`config.mk`:
```
export PLATFORM = sky130hd
export DESIGN_NAME = alu_top
export DESIGN_NICKNAME = d
export VERILOG_FILES = /design/src/rtl/alu_pkg.sv /design/src/rtl/alu_datapath.sv /design/src/rtl/alu_top.sv
export SDC_FILE = /design/constraint.sdc
export NUM_CORES = 1
export LEC_CHECK = 0
export BUFFER_PORTS_ARGS = -buffer_cell sky130_fd_sc_hd__buf_2
export CORE_UTILIZATION = 55
export CTS_CLUSTER_SIZE = 12
export DETAILED_ROUTE_END_ITERATION = 8
export HOLD_SLACK_MARGIN = 0.06
export PLACE_DENSITY_LB_ADDON = 0.2
export SLEW_MARGIN = 20
export SYNTH_ARGS = -nofsm -noshare
export SYNTH_HDL_FRONTEND = slang
export SYNTH_SLANG_ARGS = --single-unit
```
`constraint.sdc`:
```
create_clock -name clk -period 5.59 [get_ports clk]
set_clock_uncertainty 0.05 [all_clocks]
set_input_delay 0.8385 -clock clk [delete_from_list [all_inputs] [get_ports clk]]
set_output_delay 0.8385 -clock clk [all_outputs]
set_load 0.02 [all_outputs]
```
`src/rtl/alu_pkg.sv`:
```
// Shared constants for the lab CPU ALU: default widths and the 16 opcode encodings.
package alu_pkg;

   localparam int DEFAULT_DATA_WIDTH   = 8;
   localparam int DEFAULT_OPCODE_WIDTH = 4;

   localparam logic [3:0] OP_ADD = 4'd0;
   localparam logic [3:0] OP_SUB = 4'd1;
   localparam logic [3:0] OP_INC = 4'd2;
   localparam logic [3:0] OP_DEC = 4'd3;
   localparam logic [3:0] OP_AND = 4'd4;
   localparam logic [3:0] OP_OR  = 4'd5;
   localparam logic [3:0] OP_XOR = 4'd6;
   localparam logic [3:0] OP_NOT = 4'd7;
   localparam logic [3:0] OP_SHL = 4'd8;
   localparam logic [3:0] OP_SHR = 4'd9;
   localparam logic [3:0] OP_SAR = 4'd10;
   localparam logic [3:0] OP_ROL = 4'd11;
   localparam logic [3:0] OP_ROR = 4'd12;
   localparam logic [3:0] OP_NEG = 4'd13;
   localparam logic [3:0] OP_ADC = 4'd14;
   localparam logic [3:0] OP_SBB = 4'd15;

endpackage

```
`src/rtl/alu_datapath.sv`:
```
// Combinational ALU core: one shared adder and one shared subtractor at
// DATA_WIDTH+1 bits, with INC/DEC/NEG/ADC/SBB expressed as operand tweaks.
module alu_datapath
   import alu_pkg::*;
#(
   parameter int DATA_WIDTH   = DEFAULT_DATA_WIDTH,
   parameter int OPCODE_WIDTH = DEFAULT_OPCODE_WIDTH
) (
   input  logic [DATA_WIDTH-1:0]   a,
   input  logic [DATA_WIDTH-1:0]   b,
   input  logic [OPCODE_WIDTH-1:0] opcode,
   input  logic                    carry_in,
   output logic [DATA_WIDTH-1:0]   result,
   output logic                    carry_out,
   output logic                    overflow
);

   localparam int MSB = DATA_WIDTH - 1;

   logic [DATA_WIDTH-1:0] add_b;
   logic [DATA_WIDTH-1:0] sub_a;
   logic [DATA_WIDTH-1:0] sub_b;
   logic                  add_cin;
   logic                  sub_bin;
   logic [DATA_WIDTH:0]   add_sum;
   logic [DATA_WIDTH:0]   sub_diff;
   logic                  add_v;
   logic                  sub_v;

   // Bit DATA_WIDTH of the difference is the borrow, so C for SUB/DEC/NEG/SBB falls out directly.
   always_comb begin
      add_b   = b;
      add_cin = 1'b0;
      sub_a   = a;
      sub_b   = b;
      sub_bin = 1'b0;
      case (opcode)
         OP_INC:  add_b = DATA_WIDTH'(1);
         OP_ADC:  add_cin = carry_in;
         OP_DEC:  sub_b = DATA_WIDTH'(1);
         OP_NEG:  begin
            sub_a = '0;
            sub_b = a;
         end
         OP_SBB:  sub_bin = carry_in;
         default: ;
      endcase
      add_sum  = {1'b0, a} + {1'b0, add_b} + {{DATA_WIDTH{1'b0}}, add_cin};
      sub_diff = {1'b0, sub_a} - {1'b0, sub_b} - {{DATA_WIDTH{1'b0}}, sub_bin};
      add_v    = (a[MSB] == add_b[MSB]) && (add_sum[MSB] != a[MSB]);
      sub_v    = (sub_a[MSB] != sub_b[MSB]) && (sub_diff[MSB] != sub_a[MSB]);
   end

   always_comb begin
      result    = '0;
      carry_out = 1'b0;
      overflow  = 1'b0;
      case (opcode)
         OP_ADD, OP_INC, OP_ADC: begin
            result    = add_sum[DATA_WIDTH-1:0];
            carry_out = add_sum[DATA_WIDTH];
            overflow  = add_v;
         end
         OP_SUB, OP_DEC, OP_NEG, OP_SBB: begin
            result    = sub_diff[DATA_WIDTH-1:0];
            carry_out = sub_diff[DATA_WIDTH];
            overflow  = sub_v;
         end
         OP_AND:  result = a & b;
         OP_OR:   result = a | b;
         OP_XOR:  result = a ^ b;
         OP_NOT:  result = ~a;
         OP_SHL:  begin
            result    = {a[MSB-1:0], 1'b0};
            carry_out = a[MSB];
         end
         OP_SHR:  begin
            result    = {1'b0, a[MSB:1]};
            carry_out = a[0];
         end
         OP_SAR:  begin
            result    = {a[MSB], a[MSB:1]};
            carry_out = a[0];
         end
         OP_ROL:  begin
            result    = {a[MSB-1:0], a[MSB]};
            carry_out = a[MSB];
         end
         OP_ROR:  begin
            result    = {a[0], a[MSB:1]};
            carry_out = a[0];
         end
         default: ;
      endcase
   end

endmodule

```
`src/rtl/alu_top.sv`:
```
// Registered ALU: latency 1, one op per cycle; Z and P are derived from the new
// result before it is registered, and flag_C feeds back as ADC/SBB carry-in.
module alu_top
   import alu_pkg::*;
#(
   parameter int DATA_WIDTH   = DEFAULT_DATA_WIDTH,
   parameter int OPCODE_WIDTH = DEFAULT_OPCODE_WIDTH
) (
   input  logic                    clk,
   input  logic                    rst_p,
   input  logic [DATA_WIDTH-1:0]   A,
   input  logic [DATA_WIDTH-1:0]   B,
   input  logic [OPCODE_WIDTH-1:0] opcode,
   output logic [DATA_WIDTH-1:0]   result,
   output logic                    flag_C,
   output logic                    flag_Z,
   output logic                    flag_P,
   output logic                    flag_V
);

   logic [DATA_WIDTH-1:0] result_d, result_q;
   logic                  c_d, c_q;
   logic                  z_d, z_q;
   logic                  p_d, p_q;
   logic                  v_d, v_q;

   alu_datapath #(
      .DATA_WIDTH   (DATA_WIDTH),
      .OPCODE_WIDTH (OPCODE_WIDTH)
   ) u_datapath (
      .a         (A),
      .b         (B),
      .opcode    (opcode),
      .carry_in  (c_q),
      .result    (result_d),
      .carry_out (c_d),
      .overflow  (v_d)
   );

   always_comb begin
      z_d = (result_d == '0);
      p_d = ~^result_d;
   end

   always_ff @(posedge clk) begin
      if (rst_p) begin
         result_q <= '0;
         c_q      <= 1'b0;
         z_q      <= 1'b0;
         p_q      <= 1'b0;
         v_q      <= 1'b0;
      end else begin
         result_q <= result_d;
         c_q      <= c_d;
         z_q      <= z_d;
         p_q      <= p_d;
         v_q      <= v_d;
      end
   end

   assign result = result_q;
   assign flag_C = c_q;
   assign flag_Z = z_q;
   assign flag_P = p_q;
   assign flag_V = v_q;

endmodule

```
==> metrics, run 1 <==
routed wirelength normalized by instance count=around 16 µm; vias after detailed routing=2643; switching pwr=0.217 mW; min-delay worst type=flip-flop to flip-flop; setup repair after global routing missed its margin=no; Crit. End Element=flip-flop; Worst Tran Pin Value=around 0.55 ns; GRT Total Usage=between 20 and 30%; clock latency on the worst-skew pair=0.23 ns; Placed Instances=422; total of cells resized after clock tree synthesis=0; startpoint of the worst setup timing path=opcode[2]; Max Cap Violations=0; remaining max-slew budget at the tightest pin=between 60 and 70%; H-tree levels=1; number of I/O port buffers=33; vias per cell=approximately 6.2; die outline area=about 4900 µm²; WP data arrival=around 4.9 ns; number of hold violations in the final report=0; number of warning messages in the yosys log=0; top flip-flop cell by instance count after synthesis=sky130_fd_sc_hd__dfxtp_1; Detail Route Antenna Nets=0; final critical-path share of the clock period=between 80% and 90%; proportion of synthesized chip area in sequential cells=under 10%; Syn Nets=420; startpoint of the worst hold path=flag_C; leakage dissipation=between 1 and 1.5 nW; number of search-and-repair iterations in the first detailed-routing pass=5; overall die height=between 60 and 70 µm; Synth Cell Area=about 2500 µm²; Flop pwr share=between 20% and 30%; highest clock rate=about 210 MHz; via count of the first global-routing pass=approximately 2300; Setup CP Type=input pin to flip-flop; Inserted Clock Buffers=3; Worst Path Max Fanout=34; final setup violation count=0; post-CTS setup buffer count=0; number of max-slew violations in the final report=0; number of antenna violations at the first check in global routing=0; Detailed Place HPWL=approximately 5600 µm; buffer depth of the longest clock path=2; number of antenna diodes=0; register bit count reported by yosys=12; number of clock sinks=12; Site Rows=24; count of flip-flops with a built-in enable after synthesis=0; weighted congestion at the end of routability-driven global placement=around 1; Crit Reg-Reg Startpoint=flag_C; clock edge transition at the registers on the reported setup and hold paths=about 0.050 ns; Post-Route WL=~7000 µm; number of nets at the end of the flow=440; Worst Path Required=~5.7 ns; synthesis-to-layout area growth=8.20%; # hold bufs at CTS=0; library cell used as clock root buffer=sky130_fd_sc_hd__clkbuf_8; effective utilization at floorplan=a little under three fifths; initial DRC count=336; final global-route overflow total=0; Placeable Area=roughly 4400 µm²; share of power burned in the clock network=17.9%; combinational cell fraction of total power=62.0%; crit start category=input pin; Final Critical Period=~4.8 ns; mean post-synth cell area=just over 7 µm²; TritonCTS clock tree=built; internal power contribution=around 0.28 mW; DRC errors left=0; leading cell types in the layout, fill and taps excluded=39 x sky130_fd_sc_hd__ha_1, 34 x sky130_fd_sc_hd__inv_1, 33 x sky130_fd_sc_hd__nor2_1, 33 x sky130_fd_sc_hd__buf_2; setup tns final=0 ns; fraction of layout cells with a size suffix above 1=a little under an eighth; Max rail drop VDD=just over 0.09 mV; first-pass GRT wire length=~11000 µm; count of mapped cells out of synthesis=355; Fill cells=around 420; switching fraction of total power=43.3%; num ports=34; share of async-settable or async-resettable flops after synthesis=0%; horizontal die dimension=between 60 and 70 µm; largest net degree at the start of global routing=35; count of distinct cell types in the synthesized netlist=50; Total Power=about 0.5 mW; most common cell after layout, fill and taps aside=sky130_fd_sc_hd__ha_1; status=finished clean; Finished Layout Cells=between 400 and 500; total power divided by cell area=between 150 and 200 nW/µm²
critical path: stages:
cell                       delay [ns]
sky130_fd_sc_hd__buf_2           0.44
sky130_fd_sc_hd__nor2_1          0.19
sky130_fd_sc_hd__and3_1          0.32
sky130_fd_sc_hd__or2_2           0.32
sky130_fd_sc_hd__fa_1            0.47
sky130_fd_sc_hd__fa_1            0.45
sky130_fd_sc_hd__a211oi_1        0.32
sky130_fd_sc_hd__o21bai_1        0.12
sky130_fd_sc_hd__a21oi_1         0.22
sky130_fd_sc_hd__xnor2_1         0.09
sky130_fd_sc_hd__a221oi_1        0.38
sky130_fd_sc_hd__ha_1            0.31
sky130_fd_sc_hd__xnor2_1         0.19
sky130_fd_sc_hd__xnor2_1         0.13
sky130_fd_sc_hd__nor2_1          0.05
worst paths after layout:
check / cells past startpoint / slack, ns / to
setup / recovery: 15 / 0.80 / flag_P
hold / removal: 5 / 0.89 / result[0]
setup reg to reg: 13 / 2.30 / flag_P
hold reg to reg: 5 / 0.89 / result[0]
cell families after synthesis:
group | count (synthesis) | share of synthesized area, %
AOI/OAI and AO/OA | 103 | 26.2
xor gates and xnor gates | 15 | 5.22
adders and majority gates | 43 | 22.6
buffers and inverters | 54 | 8.79
DFF | 12 | 9.54
muxes | 10 | 4.47
and+or+nand+nor | 118 | 23.2
Yosys cell counts (8+ instances only):
cell	n	area [µm²]
sky130_fd_sc_hd__mux2i_1	9	90.1
sky130_fd_sc_hd__dfxtp_1	12	240
sky130_fd_sc_hd__inv_1	34	128
sky130_fd_sc_hd__buf_2	9	45.0
sky130_fd_sc_hd__nand2_1	31	116
sky130_fd_sc_hd__o21ai_0	31	155
sky130_fd_sc_hd__nand2b_1	8	50.1
sky130_fd_sc_hd__nor2_1	33	124
sky130_fd_sc_hd__nand3_1	12	60.1
sky130_fd_sc_hd__xor2_1	9	78.8
sky130_fd_sc_hd__a21oi_1	20	100
sky130_fd_sc_hd__and3_1	9	56.3
sky130_fd_sc_hd__ha_1	39	488
sky130_fd_sc_hd__clkbuf_1	9	33.8
registers in the layout, indices dropped and copies added, names as in the netlist:
register and cells:
flag_V 1, flag_C 1, result 8, flag_P 1, flag_Z 1
metrics by stage:
stage | worst slack (ns) | cell area [µm²] | util (%) | hold WS, ns
final | 0.801 | 2730 | 62.2 | 0.886
after floorplan | 1.02 | 2520 | - | 0.910
after global placement | 0.740 | 2670 | 60.9 | 0.913
after global routing | 0.517 | 2730 | 62.2 | 0.895
after CTS | 0.822 | 2730 | 62.2 | 0.884
after detailed placement | 0.577 | 2670 | 60.9 | 0.873
per-layer routing:
metal | track usage (%) | vias to the layer above | routed length [µm]
met5 | 0 | - | 0
met4 | 10.4 | 0 | 219
met3 | 2.62 | 14 | 493
met2 | 47.7 | 115 | 3240
met1 | 40.8 | 1214 | 3070
li1 | - | 1300 | -
cell type report:
type | instances | area (µm²) | area share (%)
Clock buffer | 4 | 55.1 | 2.02
Inverter | 34 | 128 | 4.68
Multi-Input combinational cell | 289 | 2060 | 75.5
Sequential cell | 12 | 240 | 8.82
Tap cell | 52 | 65.1 | 2.39
Timing Repair Buffer | 35 | 180 | 6.61
power by group through the flow:
stage / Clock [mW] / Sequential (mW) / Combinational, mW
2_1_floorplan: 0 / 0.118 / 0.209
3_3_place_gp: 0 / 0.102 / 0.297
3_5_place_dp: 0 / 0.102 / 0.302
4_1_cts: 0.0927 / 0.101 / 0.305
5_1_grt: 0.0984 / 0.102 / 0.341
6_report: 0.0898 / 0.101 / 0.310
No activity file was read; power rests on OpenSTA's default activity.
==> run 2: changes to the inputs <==
--- a/config.mk
+++ b/config.mk
@@ -5,11 +5,14 @@
 export SDC_FILE = /design/constraint.sdc
 export NUM_CORES = 1
 export LEC_CHECK = 0
-export BUFFER_PORTS_ARGS = -buffer_cell sky130_fd_sc_hd__buf_2
-export CORE_UTILIZATION = 55
+export BUFFER_PORTS_ARGS = -buffer_cell sky130_fd_sc_hd__buf_4
+export CELL_PAD_IN_SITES_DETAIL_PLACEMENT = 2
+export CELL_PAD_IN_SITES_GLOBAL_PLACEMENT = 2
+export CORE_UTILIZATION = 33
 export CTS_CLUSTER_SIZE = 12
 export DETAILED_ROUTE_END_ITERATION = 8
 export HOLD_SLACK_MARGIN = 0.06
+export MAX_ROUTING_LAYER = met4
 export PLACE_DENSITY_LB_ADDON = 0.2
 export SLEW_MARGIN = 20
 export SYNTH_ARGS = -nofsm -noshare
==> run 2 against run 1 <==
  * Sequential power barely moved
  * Worst setup slack better by 0.013 ns
  * Register-to-register slack lost 0.09 ns
  * Final cell count increased by 10%
  * Highest routed layer unchanged
==> metrics, run 2 (same netlist as run 1, synthesis figures left out) <==
ordered list of cells on the worst path=buf_4, nor2_1, and3_1, or2_2, fa_1, fa_1, a211oi_1, o21bai_1, a21oi_1, xnor2_1, a221oi_1, ha_1, xnor2_1, xnor2_1, nor2_1; number of antenna diodes=0; Max Cap Violations=0; critical register-to-register path endpoint=flag_P; depth of the worst register-to-register path=14; critical path's most frequent cell=sky130_fd_sc_hd__xnor2_1; number of nets at the end of the flow=between 400 and 500; setup tns final=0 ns; synthesis-to-layout area growth=12.7%; Layout Utilization=roughly two fifths; setup repair after global routing missed its margin=no; first-pass GRT wire length=approximately 15000 µm; buffer depth of the longest clock path=2; die outline area=roughly 8000 µm²; number of stages on the worst hold path=2; routed wirelength normalized by instance count=approximately 20 µm; DRC errors left=0; number of antenna violations at the first check in global routing=0; remaining max-slew budget at the tightest pin=approximately three fifths; horizontal die dimension=slightly below 90 µm; startpoint of the worst hold path=rst_p; switching fraction of total power=45.4%; initial DRC count=72; effective utilization at floorplan=approximately a third; Site Rows=31; Worst Path Required=about 5.7 ns; Max rail drop VDD=0.0906 mV; leading cell types in the layout, fill and taps excluded=39 x sky130_fd_sc_hd__ha_1, 34 x sky130_fd_sc_hd__inv_1, 33 x sky130_fd_sc_hd__nor2_1, 33 x sky130_fd_sc_hd__buf_4; number of I/O port buffers=33; switching pwr=0.233 mW; Worst Path Max Fanout=48; Flop pwr share=roughly a fifth; library cell used as clock root buffer=sky130_fd_sc_hd__clkbuf_8; post-CTS setup buffer count=0; leakage dissipation=between 1 and 1.5 nW; Worst Tran Pin Value=around 0.6 ns; status=finished clean; number of hold violations in the final report=0; final critical-path share of the clock period=between 80% and 90%; Hold Worst Slack=around 0.84 ns; overall die height=roughly 89 µm; CP max stage delay=0.46 ns; Detail Route Antenna Nets=0; register-to-register setup slack=around 2.2 ns; share of power burned in the clock network=approximately 15%; highest clock rate=about 210 MHz; most common cell after layout, fill and taps aside=sky130_fd_sc_hd__ha_1; CP max stage cell=sky130_fd_sc_hd__fa_1; vias per cell=5.68; largest net degree at the start of global routing=49; Detailed Place HPWL=~7600 µm; number of max-slew violations in the final report=0; TritonCTS clock tree=built; number of flip-flops under the largest register name=8; endpoint of the worst hold-timing path=flag_Z; vias after detailed routing=roughly 2700; clock latency on the worst-skew pair=approximately 0.24 ns; number of clock sinks=12; via count of the first global-routing pass=2783; Post-Route WL=9480 µm; final setup violation count=0; total power divided by cell area=181 nW/µm²; combinational cell fraction of total power=about 65%; H-tree levels=1; Placeable Area=7330 µm²; Inserted Clock Buffers=3; min-delay worst type=input pin to flip-flop; number of search-and-repair iterations in the first detailed-routing pass=4; internal power contribution=0.280 mW; Setup CP Type=input pin to flip-flop; GRT Total Usage=roughly a quarter; WP data arrival=4.85 ns; Crit. End Element=flip-flop; num ports=34; Crit Reg-Reg Startpoint=flag_C; fraction of layout cells with a size suffix above 1=between 10% and 20%; Final Critical Period=about 4.8 ns; weighted congestion at the end of routability-driven global placement=0.876; crit start category=input pin; total of cells resized after clock tree synthesis=0; final global-route overflow total=0; # hold bufs at CTS=0; clock edge transition at the registers on the reported setup and hold paths=0.05 ns
==> run 2: cell count changes in the layout (fill, tap and decap cells not counted), sizes merged <==
cell    before  now
buf         35   33
clkbuf       4    3
==> run 2: routing by layer <==
layer / track usage [%] / vias up / part of all wire [%]
met3: 1.85 / 20 / 2.2
met2: 42.8 / 63 / 47
met4: 9.38 / 0 / 3.8
met5: - / - / 0
met1: 32.7 / 1295 / 47
li1: - / 1293 / -
==> run 2: final cells by class <==
cell class	count	area (µm²)
clock buffers	3	41.3
inverters	34	128
flip-flops and latches	12	240
repair buffers	33	248
multi-input cells	289	2060
well taps	99	124
fillers	905	4490
==> run 2: power by group through the flow <==
stage	sequential, mW	clock [mW]	combinational (mW)
floorplan	0.118	0	0.209
global placement	0.103	0	0.324
detailed placement	0.104	0	0.333
CTS	0.103	0.0766	0.335
global route	0.104	0.0836	0.371
finish	0.103	0.0762	0.334
==> run 2: through the flow <==
stage / cells / area, µm² / worst slack [ns] / power, mW
detailed placement: 467 / 2800 / 0.601 / 0.437
floorplan: 355 / 2520 / 1.02 / 0.327
finish: 470 / 2840 / 0.815 / 0.513
CTS: 470 / 2840 / 0.844 / 0.515
global route: 470 / 2840 / 0.594 / 0.558
global placement: 467 / 2800 / 0.822 / 0.427
==> run 2: how the worst max path moves through the flow <==
stage,endpoint,startpoint,cells after the start
after CTS,flag_P,opcode[0],15
after global placement,flag_P,opcode[0],15
after global routing,flag_P,opcode[0],15
after floorplan,flag_P,opcode[3],21
after detailed placement,flag_P,opcode[0],15
final,flag_P,opcode[0],15
==> run 2: worst max-delay path, delay by kind of cell <==
kind	cells	cell delay, ns
xor+xnor	3	0.42
simple gates	4	0.89
buf+inv	1	0.39
fa+ha+maj	3	1.22
compound gates	4	1.06
